==> src/rtl/segment_readback.sv <==
`default_nettype none
// +----------------------------------------------------------------------------+
// | Module   : segment_readback                                                |
// | Purpose  : Debounced readback of a two-digit 7-segment panel to hex values |
// | Revision : 1.0 - initial release                                           |
// +----------------------------------------------------------------------------+
module segment_readback #(
  parameter int STABLE_CYCLES = 16
) (
  input  logic       i_Clk,
  input  logic       i_Rst_L,
  input  logic       i_Segment1_A,
  input  logic       i_Segment1_B,
  input  logic       i_Segment1_C,
  input  logic       i_Segment1_D,
  input  logic       i_Segment1_E,
  input  logic       i_Segment1_F,
  input  logic       i_Segment1_G,
  input  logic       i_Segment2_A,
  input  logic       i_Segment2_B,
  input  logic       i_Segment2_C,
  input  logic       i_Segment2_D,
  input  logic       i_Segment2_E,
  input  logic       i_Segment2_F,
  input  logic       i_Segment2_G,
  output logic [3:0] o_Hex_1,
  output logic [3:0] o_Hex_2,
  output logic       o_Valid_1,
  output logic       o_Valid_2,
  output logic       o_Update_1,
  output logic       o_Update_2,
  output logic       o_Err_1,
  output logic       o_Err_2,
  output logic [7:0] o_Err_Count
);

  // Accept on the edge where the counter has already seen STABLE_CYCLES-1 matches.
  localparam logic [15:0] C_LAST = 16'(STABLE_CYCLES - 1);

  typedef enum logic [0:0] {
    SETTLE = 1'b0,
    LOCKED = 1'b1
  } state_t;

  // Returns {legal, blank, value}; pattern bits are {A..G} with 1 = lit.
  function automatic logic [5:0] f_decode(input logic [6:0] pat);
    logic [5:0] v;
    v = 6'b00_0000;
    case (pat)
      7'h7E:   v = {2'b10, 4'h0};
      7'h30:   v = {2'b10, 4'h1};
      7'h6D:   v = {2'b10, 4'h2};
      7'h79:   v = {2'b10, 4'h3};
      7'h33:   v = {2'b10, 4'h4};
      7'h5B:   v = {2'b10, 4'h5};
      7'h5F:   v = {2'b10, 4'h6};
      7'h70:   v = {2'b10, 4'h7};
      7'h7F:   v = {2'b10, 4'h8};
      7'h7B:   v = {2'b10, 4'h9};
      7'h77:   v = {2'b10, 4'hA};
      7'h1F:   v = {2'b10, 4'hB};
      7'h4E:   v = {2'b10, 4'hC};
      7'h3D:   v = {2'b10, 4'hD};
      7'h4F:   v = {2'b10, 4'hE};
      7'h47:   v = {2'b10, 4'hF};
      7'h00:   v = {2'b01, 4'h0};
      default: v = 6'b00_0000;
    endcase
    return v;
  endfunction

  logic [13:0] w_pat_all;
  logic [7:0]  w_hex_all;
  logic [1:0]  w_valid_all;
  logic [1:0]  w_upd_all;
  logic [1:0]  w_err_all;
  logic [1:0]  w_err_evt;

  assign w_pat_all[6:0]  = ~{i_Segment1_A, i_Segment1_B, i_Segment1_C, i_Segment1_D,
                             i_Segment1_E, i_Segment1_F, i_Segment1_G};
  assign w_pat_all[13:7] = ~{i_Segment2_A, i_Segment2_B, i_Segment2_C, i_Segment2_D,
                             i_Segment2_E, i_Segment2_F, i_Segment2_G};

  for (genvar gi = 0; gi < 2; gi++) begin : g_ch
    logic [6:0]  w_pat;
    logic [6:0]  r_pat;
    logic [15:0] r_cnt;
    logic [15:0] w_cnt_nxt;
    state_t      r_state;
    state_t      w_state_nxt;
    logic        w_accept;
    logic        w_legal;
    logic        w_blank;
    logic [3:0]  w_dec;
    logic [3:0]  r_hex;
    logic        r_valid;
    logic        r_upd;
    logic        r_err;

    assign w_pat = w_pat_all[gi*7 +: 7];
    // On an accepting edge the live pattern equals r_pat, so decoding r_pat is exact.
    assign {w_legal, w_blank, w_dec} = f_decode(r_pat);

    always_comb begin
      w_state_nxt = r_state;
      w_cnt_nxt   = r_cnt;
      w_accept    = 1'b0;
      if (w_pat != r_pat) begin
        w_state_nxt = SETTLE;
        w_cnt_nxt   = '0;
      end else if (r_state == SETTLE) begin
        if (r_cnt == C_LAST) begin
          w_accept    = 1'b1;
          w_state_nxt = LOCKED;
        end else begin
          w_cnt_nxt = r_cnt + 16'd1;
        end
      end
    end

    always_ff @(posedge i_Clk) begin
      if (!i_Rst_L) begin
        r_pat   <= '0;
        r_cnt   <= '0;
        r_state <= SETTLE;
      end else begin
        r_pat   <= w_pat;
        r_cnt   <= w_cnt_nxt;
        r_state <= w_state_nxt;
      end
    end

    always_ff @(posedge i_Clk) begin
      if (!i_Rst_L) begin
        r_hex   <= '0;
        r_valid <= 1'b0;
        r_upd   <= 1'b0;
        r_err   <= 1'b0;
      end else begin
        r_upd <= w_accept & w_legal & (~r_valid | (w_dec != r_hex));
        r_err <= w_err_evt[gi];
        if (w_accept) begin
          r_valid <= w_legal;
          if (w_legal) begin
            r_hex <= w_dec;
          end
        end
      end
    end

    assign w_err_evt[gi]        = w_accept & ~w_legal & ~w_blank;
    assign w_hex_all[gi*4 +: 4] = r_hex;
    assign w_valid_all[gi]      = r_valid;
    assign w_upd_all[gi]        = r_upd;
    assign w_err_all[gi]        = r_err;
  end

  logic [7:0] r_err_count;
  logic [8:0] w_err_sum;

  assign w_err_sum = {1'b0, r_err_count} + {8'd0, w_err_evt[0]} + {8'd0, w_err_evt[1]};

  always_ff @(posedge i_Clk) begin
    if (!i_Rst_L) begin
      r_err_count <= '0;
    end else begin
      r_err_count <= w_err_sum[8] ? 8'hFF : w_err_sum[7:0];
    end
  end

  assign o_Hex_1     = w_hex_all[3:0];
  assign o_Hex_2     = w_hex_all[7:4];
  assign o_Valid_1   = w_valid_all[0];
  assign o_Valid_2   = w_valid_all[1];
  assign o_Update_1  = w_upd_all[0];
  assign o_Update_2  = w_upd_all[1];
  assign o_Err_1     = w_err_all[0];
  assign o_Err_2     = w_err_all[1];
  assign o_Err_Count = r_err_count;

endmodule
`default_nettype wire

==> config.mk <==
export PLATFORM = sky130hd
export DESIGN_NAME = segment_readback
export DESIGN_NICKNAME = d
export VERILOG_FILES = /design/src/rtl/segment_readback.sv
export SDC_FILE = /design/constraint.sdc
export NUM_CORES = 1
export LEC_CHECK = 0
export ABC_AREA = 0
export CORE_UTILIZATION = 43
export CTS_CLUSTER_SIZE = 25
export DETAILED_ROUTE_END_ITERATION = 8
export GPL_TIMING_DRIVEN = 0
export MAX_ROUTING_LAYER = met4
export PLACE_DENSITY = 0.71
export SKIP_LAST_GASP = 1
export SYNTH_ARGS = -nofsm -noshare
export SYNTH_HDL_FRONTEND = slang
export SYNTH_SLANG_ARGS = --single-unit
==> constraint.sdc <==
create_clock -name i_Clk -period 3 [get_ports i_Clk]
set_input_delay 0.6 -clock i_Clk [delete_from_list [all_inputs] [get_ports i_Clk]]
set_output_delay 0.6 -clock i_Clk [all_outputs]
set_load 0.05 [all_outputs]
Word level (Yosys, flattened, before mapping)
Cells that the tools add are included.

Bits in registers: 70. Latch bits: 0. Memory bits (writable): 0. Memory bits (read-only): 0. Bits of input ports: 16. Output and inout port bits: 22. Logic and storage cells: 99. Memories kept: 0.

$add $sub $neg: 4. $mul: 0. Divide/modulo/power cells: 0. Magnitude comparators: 0. Eq/ne operators: 38. Shifts and indexed selects: 0. Multiplexer cells: 11. Bitwise gates (word level): 23. Reduce and logical (&&, ||, !) cells: 8.

Operator list (number): 6-bit case mux with 17 select lines (2); 7-bit equality test, second input constant (24); 7-bit by 6-bit equality test with 1-bit output, second input constant (6); 16-bit by 1-bit adder with 16-bit output, second input constant (2); 16-bit by 4-bit equality test with 1-bit output, second input constant (2); 7-bit by 5-bit equality test with 1-bit output, second input constant (2); 7-bit zero test (2); 7-bit != test (2); 7-bit NOT (2); 1-bit NOT (11); 8-bit by 1-bit adder with 9-bit output (1); 9-bit by 1-bit adder with 9-bit output (1); 1-bit bitwise AND (8); 1-bit 2-to-1 mux (8); 8-bit 2-to-1 mux (1); 4-bit != test (2); 2-bit AND reduction (4); 2-bit OR reduction (2); 1-bit OR (2).

Depth between registers and ports, before layout
Gate-level depths: netlist of run 1.

Word-level depth: 9. Mapped depth: 15. Gate-level depth less buffers: 13.

Least setup slack after synthesis of run 1
Ideal clock, no wire load.

Path type: input to register. From: input i_Segment1_C. To: register r_err_count[3] (netlist: o_Err_Count[3]). Setup time: 0.059 ns. Data arrival time: 3.054 ns. Required time: 2.941 ns. Slack: -0.112 ns. Stages on the path: 13. Path buffers: 0. Cells stage by stage: xnor2_1 > nor4_2 > nand4_1 > or3_1 > a21oi_1 > nand2_1 > fa_1 > inv_1 > ha_1 > and4_1 > nand4_1 > o21ai_0 > and2_1.

Word-level cells in the longest chain between the ends: 8.

RTL lines: start, declared (RTL line 14) `input logic i_Segment1_C,`; 7-bit NOT (RTL line 79) `assign w_pat_all[6:0] = ~{i_Segment1_A, i_Segment1_B, i_Segment1_C, i_Segment1_D,`; 7-bit != test (RTL line 108) `if (w_pat != r_pat) begin`; 1-bit 2-to-1 mux (RTL line 108); 1-bit bitwise AND (2 in a row) (RTL line 151) `assign w_err_evt[gi] = w_accept & ~w_legal & ~w_blank;`; 8-bit by 1-bit adder with 9-bit output (RTL line 161) `assign w_err_sum = {1'b0, r_err_count} + {8'd0, w_err_evt[0]} + {8'd0, w_err_evt[1]};`; 9-bit by 1-bit adder with 9-bit output (RTL line 161); 8-bit 2-to-1 mux (RTL line 167) `r_err_count <= w_err_sum[8] ? 8'hFF : w_err_sum[7:0];`; end signal, assigned (RTL line 167); end, declared (RTL line 158) `logic [7:0] r_err_count;`.

No other way between the ends. A chain may end at the register's enable or synchronous reset.

Final worst setup path of run 1
From: input i_Segment1_A. To: register g_ch[0].r_hex[3] (netlist: o_Hex_1[3]).

Word-level cells in the longest chain between the ends: 4.

RTL lines: start, declared (RTL line 12) `input logic i_Segment1_A,`; 7-bit NOT (RTL line 79); 7-bit != test (RTL line 108); 1-bit 2-to-1 mux (RTL line 108); 2-bit AND reduction (no line); end signal, assigned (RTL line 145) `r_hex <= w_dec;`; end, declared (RTL line 95) `logic [3:0] r_hex;`.

No other way between the ends.

==> qor.yml, run 1 <==
synth.top_cell.area_share: 0.360
fillCellCount: 785
fin_skew_ps: 12.6
clock_power_share: 0.433
regArea_um2: 1410
ff2ff_path_depth: 15
cts.path.max_buffers: 2
synth_edf_count: 0
yosysTopAreaCell: "dfxtp_1"
power_frac_seq: 0.479
r2r_end: "o_Hex_1[3]$_SDFFE_PN0P_"
stdcell_count: 654
grt_overflow: 0
area_growth_pct: 28.2
synthFlopType: "dfxtp_1"
routabilityCongestion: 0.909
core_um2: 8760
rrSetupSlack_ps: -40
p_switching_uw: 479
clock_latency_ps: 350
finalSetupViolCount: 1
vdd_drop_max_v: 0.000361
holdWs_ps: 476
drtIter0Drc: 228
crit_start: "i_Segment1_A"
rsz0062_at_grt: "yes"
avgSynthCellArea_um2: 8.26
drc_errors: 0
cts_hold_buffers: 0
io_buffers: 37
status: "complete, but fails checks"
drv_slew: 0
path_clk_slew_ps: 80
crit_fanout: 4
max_freq_ghz: 0.328
worstMarginPinSlew_ps: 584
multi_input_area_um2: 2450
comb_power_share: 0.089
final_common_cell: "dfxtp_1"
first_pass_iters: 5
antenna_found_initial: 0
via_per_inst: 5.64
min_period_ps: 3050
cts-root-buf: "clkbuf_8"
power.internal_mw: 1.50
critPathArrivalTime_ps: 3250
worst-setup-path-type: "input port to flip-flop"
syn-num-nets: 491
timing.final.crit_share: 1.02
crit_end: "o_Hex_1[3]$_SDFFE_PN0P_"
io_pins: 38
diodes: 0
die_width_um: 97.1
cts_buffers: 9
ant_nets: 0
hold_viol: 0
start_kind: "input port"
htreeDepth: 3
worstHoldPathType: "input port to flip-flop"
power_density_nw_per_um2: 398
ys_warn_count: 0
cts.sinks: 70
syn_inst: 471
rows: 34
drive_gt1_frac: 0.181
grt_pass1_wl_um: 15700
netSwitchingFraction: 0.241
grt_max_degree: 13
ys_types: 71
violations: "setup timing"
grt_use_total: 0.205
post_dp_cell_area_um2: 4410
fin_area_um2: 4990
wl_per_cell_um: 14.1
endpoint_kind: "flip-flop"
layout_common_cells: "68 x dfxtp_1, 64 x nor2_1, 39 x nand2_1"
start_util: 0.444
min_from: "i_Segment1_C"
async_reset_ff_frac: 0
totalWireLength_um: 9230
yosys-top-cells-area: "dfxtp_1 36%, xor2_1 7.0%, nor2_1 6.3%, xnor2_1 4.7%, nand2_1 4.0%"
num_vias: 3691
cp.required_ps: 3200
die_h_um: 97.1
dp_hpwl_um: 6210
r2r_start: "g_ch[0].r_pat[4]$_SDFF_PN0_"
dpl.cell_count: 616
worst_slack_ps: -50.7
p_leak_nw: 1.82
netlist_area_um2: 3890
die-area_um2: 9440
grt_pass1_vias: 3481
setup_tns_ps: -50.7
ys_ff_latch: 70
cts_tree: "yes"
synth-seq-area-share: 0.360
slew_headroom: 0.607
drv_cap: 0
final_nets: 561
[worst max-delay path, stage by stage]
cell and delay, ps:
clkdlybuf4s50_1 490, xor2_1 140, nand4_1 130, buf_4 160, buf_4 120, buf_4 120, buf_4 120, buf_4 120
buf_4 120, buf_4 120, buf_4 120, or3_4 400, a2111oi_2 380, a211oi_1 100
[layout make-up]
| cell class | instances | share of cell area |
|---|---|---|
| clock inverters | 6 | 0.0171 |
| flip-flops and latches | 70 | 0.282 |
| inverters | 14 | 0.0105 |
| plain buffers | 26 | 0.0334 |
| multi-input cells | 358 | 0.490 |
| well taps | 108 | 0.0271 |
| clock buffers | 10 | 0.0276 |
| repair buffers | 62 | 0.112 |
[flip-flops by register name, indices dropped and copies added (netlist names)]
| register | count |
|---|---|
| g_ch.r_cnt | 32 |
| g_ch.r_pat | 14 |
| g_ch.r_state | 2 |
| o_Err_1 | 1 |
| o_Err_2 | 1 |
| o_Err_Count | 8 |
| o_Hex_1 | 4 |
| o_Hex_2 | 4 |
| o_Update_1 | 1 |
| o_Update_2 | 1 |
| o_Valid_1 | 1 |
| o_Valid_2 | 1 |
[metal layers]
layer  up-vias  track usage  share of wire
met1      1757        0.255           0.46
met2       103        0.339           0.49
met5         -            -              0
met4         0       0.0563         0.0086
met3         9       0.0403          0.045
li1       1822            -              -
[metrics by stage]
step,util,power (mW),setup WS (ps)
2_1_floorplan,-,1.07,2.21
5_1_grt,0.569,2.07,-136
6_report,0.569,1.98,-50.7
4_1_cts,0.555,2.00,-51.6
3_5_place_dp,0.503,1.12,-846
3_3_place_gp,0.503,1.12,-761
[repair_timing]
action,in CTS,in global routing
endpoints found under the setup margin,8,21
pin swaps,13,13
cloned,0,0
setup buffers,18,7
gates resized for setup,34,27
[power groups by stage]
stage          combinational, mW  sequential (mW)  clock [mW]
5_1_grt                    0.191            0.951       0.925
3_3_place_gp               0.152            0.969           0
6_report                   0.176            0.949       0.858
4_1_cts                    0.169            0.947       0.880
3_5_place_dp               0.155            0.969           0
2_1_floorplan              0.104            0.966           0
[how the worst min path moves through the flow]
| stage | to | slack, ps | cells past startpoint |
|---|---|---|---|
| final | g_ch[0].r_pat[4]$_SDFF_PN0_ | 480 | 2 |
| after global routing | g_ch[0].r_pat[4]$_SDFF_PN0_ | 470 | 2 |
| after CTS | g_ch[0].r_pat[4]$_SDFF_PN0_ | 470 | 2 |
| after detailed placement | g_ch[1].r_cnt[1]$_SDFFE_PP0P_ | 480 | 2 |
| after global placement | g_ch[1].r_cnt[1]$_SDFFE_PP0P_ | 460 | 2 |
| after floorplan | g_ch[1].r_cnt[1]$_SDFFE_PP0P_ | 450 | 2 |
[synth_stat cells, types with 3 or more instances]
cell type,n
ha_1,3
buf_2,15
nor3_1,9
or2_2,3
nand4b_1,4
nand4_1,18
mux2i_1,3
xnor2_1,21
nor4bb_1,4
and4_1,3
nand3_1,14
and3_1,13
o21ai_0,7
or3_1,5
xor2_1,31
nand2_1,41
a21oi_1,19
dfxtp_1,70
and2_1,5
nor2_1,65
o2111ai_1,3
inv_1,14
o22ai_1,3
a31oi_1,3
nor2b_1,6
o211ai_1,6
clkbuf_1,12
a211oi_1,9
nor4_1,8
and4b_1,3
[kinds of logic (layout without fill, tap and decap cells)]
| kind of cell | count (synthesis) | count (layout) | synth area share |
|---|---|---|---|
| simple gates | 223 | 223 | 0.308 |
| xor+xnor | 52 | 52 | 0.117 |
| fa+ha+maj | 4 | 4 | 0.0148 |
| flops | 70 | 70 | 0.360 |
| compound gates | 75 | 75 | 0.141 |
| buf+inv | 43 | 118 | 0.0492 |
| mux | 4 | 4 | 0.0106 |
Note: power is estimated with default switching activity, not from simulation.
==> run 2: changes to the inputs <==
Settings changed: CORE_ASPECT_RATIO set to 0.75.
==> qor.yml, run 2 (synthesis gave the netlist of run 1 again) <==
die_h_um: 84.4  # -13%
slowest_delay_ps: 460  # -30 ps
whs_endpoint: "g_ch[0].r_pat[2]$_SDFF_PN0_"
crit_fanout: 6  # +2
worst_path_max_delay_cell: "or3_4"
r2r_start: "g_ch[0].r_pat[1]$_SDFF_PN0_"
drc_errors: 4  # +4
crit_path_cell_trace: "buf_2 -> xnor2_2 -> nor4_2 -> nand4_1 -> or3_4 -> a21oi_4 -> nand2_2 -> fa_2 -> inv_2 -> ha_4 -> and4_4 -> nand4_1 -> buf_6 -> o21ai_1 -> and2_1"
fin_skew_ps: 7.62  # -4.96 ps
crit_family: "simple AND/OR/NAND/NOR gates"
violations: "DRC"
critPathArrivalTime_ps: 3260  # about the same
wl_per_cell_um: 14.9  # +5.3%
diodes: 0  # unchanged
rows: 29  # -15%
die-area_um2: 9440  # about the same
grt_pass1_vias: 3389  # -2.6%
min_period_ps: 2980  # -70.4 ps
hold_depth: 2  # unchanged
cts_tree: "yes"
drv_cap: 0  # unchanged
die_width_um: 112  # +15%
layout_common_cells: "64 x nor2_1, 63 x dfxtp_1, 39 x nand2_1"
cp.required_ps: 3280  # +80 ps
grt_overflow: 0  # unchanged
cts_hold_buffers: 0  # unchanged
io_pins: 38  # unchanged
io_buffers: 37  # unchanged
htreeDepth: 3  # unchanged
final_common_cell: "nor2_1"
slew_headroom: 0.587  # -0.0197
dp_hpwl_um: 6580  # +5.9%
cts.path.max_buffers: 2  # unchanged
worst-setup-path-type: "input port to flip-flop"
fin_area_um2: 5140  # +3.1%
routabilityCongestion: 0.903  # -0.68%
start_util: 0.451  # +0.00656
largest-register: "g_ch.r_cnt"
ant_nets: 0  # unchanged
status: "complete, but fails checks"
power_density_nw_per_um2: 461  # +16%
crit_buf_inv: 3  # -6
clock_latency_ps: 340  # about the same
num_vias: 3668  # -0.62%
setup_tns_ps: 0  # +50.7 ps
start_kind: "input port"
worstHoldPathType: "input port to flip-flop"
r2r_end: "o_Err_Count[3]$_SDFF_PN0_"
cts_buffers: 9  # unchanged
area_growth_pct: 32.1
antenna_found_initial: 0  # unchanged
post_dp_cell_area_um2: 4410  # unchanged
grt_use_total: 0.218  # +0.0130
rsz0062_at_grt: "yes"
core_um2: 8640  # -1.5%
worstMarginPinSlew_ps: 619  # +35.0 ps
grt_pass1_wl_um: 16000  # +2.2%
endpoint_kind: "flip-flop"
path_clk_slew_ps: 60  # -20 ps
first_pass_iters: 7  # +2
p_leak_nw: 1.93  # +5.9%
cts.sinks: 70  # unchanged
final_nets: 559  # -0.36%
finalSetupViolCount: 0  # -1
ff2ff_path_depth: 15  # unchanged
drtIter0Drc: 307  # +35%
path_common_cell: "nand4_1"
largest_reg_flops: 32  # unchanged
totalWireLength_um: 9700  # +5.0%
grt_max_degree: 13  # unchanged
rrSetupSlack_ps: 30  # +70 ps
finalPower_mw: 2.37  # +20%
drive_gt1_frac: 0.195  # +0.0135
timing.final.crit_share: 0.993  # -0.0235
max_freq_ghz: 0.336  # +2.4%
min_from: "i_Segment1_E"
hold_viol: 0  # unchanged
drv_slew: 0  # unchanged
vdd_drop_max_v: 0.000334  # -7.5%
via_per_inst: 5.63  # -0.32%
cts-root-buf: "clkbuf_16"
[run 2: cell types whose count changed in the layout (fill, tap and decap cells not counted), moves of 2 or more]
cell	previous run	this run
clkinvlp_4	2	0
clkbuf_16	0	9
dfxtp_1	68	63
clkbuf_1	6	8
a211oi_1	7	9
xnor2_1	20	18
clkbuf_8	10	1
xnor2_2	0	3
dlymetal6s2s_1	1	5
buf_8	0	2
a211oi_2	2	0
clkdlybuf4s50_1	31	25
dfxtp_2	1	6
buf_4	26	23
[run 2: what timing repair did]
| item | 4_1_cts | 5_1_grt |
|---|---|---|
| pin swaps | 13 | 19 |
| buffers inserted | 9 | 14 |
| endpoints found under the setup margin | 8 | 8 |
| resized for setup | 42 | 45 |
| gates cloned | 0 | 1 |
[run 2: worst max path at each step]
stage | slack (ps) | endpoint | start | cells after the start
after floorplan | 2 | o_Err_Count[3]$_SDFF_PN0_ | i_Segment1_F | 13
after global placement | -870 | o_Err_Count[3]$_SDFF_PN0_ | i_Segment1_F | 14
after detailed placement | -870 | o_Err_Count[3]$_SDFF_PN0_ | i_Segment1_F | 14
after CTS | -60 | o_Err_Count[3]$_SDFF_PN0_ | g_ch[0].r_pat[4]$_SDFF_PN0_ | 14
after global routing | -110 | o_Err_Count[3]$_SDFF_PN0_ | g_ch[1].r_pat[3]$_SDFF_PN0_ | 15
final | 20 | o_Err_Count[3]$_SDFF_PN0_ | i_Segment1_C | 15
[run 2: worst register-to-register path, delay by kind of cell, from the launching register on]
kind | cells | cell delay (ps)
compound gates | 2 | 210
xor+xnor | 1 | 130
fa+ha+maj | 2 | 490
buf+inv | 3 | 380
flops | 1 | 360
simple gates | 7 | 1350
[run 2: power breakdown]
part	total, mW	switching, mW	internal (mW)
registers	0.956	0.0148	0.941
clock network	1.23	0.400	0.832
logic	0.184	0.0992	0.0853
[run 2: metal layers]
metal / up-vias / GRT usage / wire length (um)
li1: 1814 / - / -
met1: 1736 / 0.288 / 4760
met2: 108 / 0.328 / 4350
met3: 10 / 0.0549 / 478
met4: 0 / 0.0651 / 106
met5: - / - / 0
[run 2: final cells by class]
| cell class | instances | area (um2) |
|---|---|---|
| Inverter | 14 | 52.6 |
| Buffer | 25 | 180 |
| Tap cell | 108 | 135 |
| Clock inverter | 6 | 109 |
| Clock buffer | 10 | 239 |
| Multi-Input combinational cell | 358 | 2460 |
| Timing Repair Buffer | 61 | 558 |
| Fill cell | 762 | 3490 |
| Sequential cell | 70 | 1410 |
[run 2: through the flow]
step	util	std cells	setup slack, ps	hold slack [ps]
6_report	0.595	652	19.8	473
5_1_grt	0.595	652	-108	474
4_1_cts	0.570	641	-59.4	462
3_5_place_dp	0.511	616	-873	472
3_3_place_gp	0.511	616	-871	465
2_1_floorplan	-	471	2.21	449
==> run 3: changes to the inputs <==
Settings changed: CAP_MARGIN set to 20, HOLD_SLACK_MARGIN set to 0.08, SLEW_MARGIN set to 20.
==> results of run 3 <==
Final layout, timing and power as in run 2 (identical DEF).
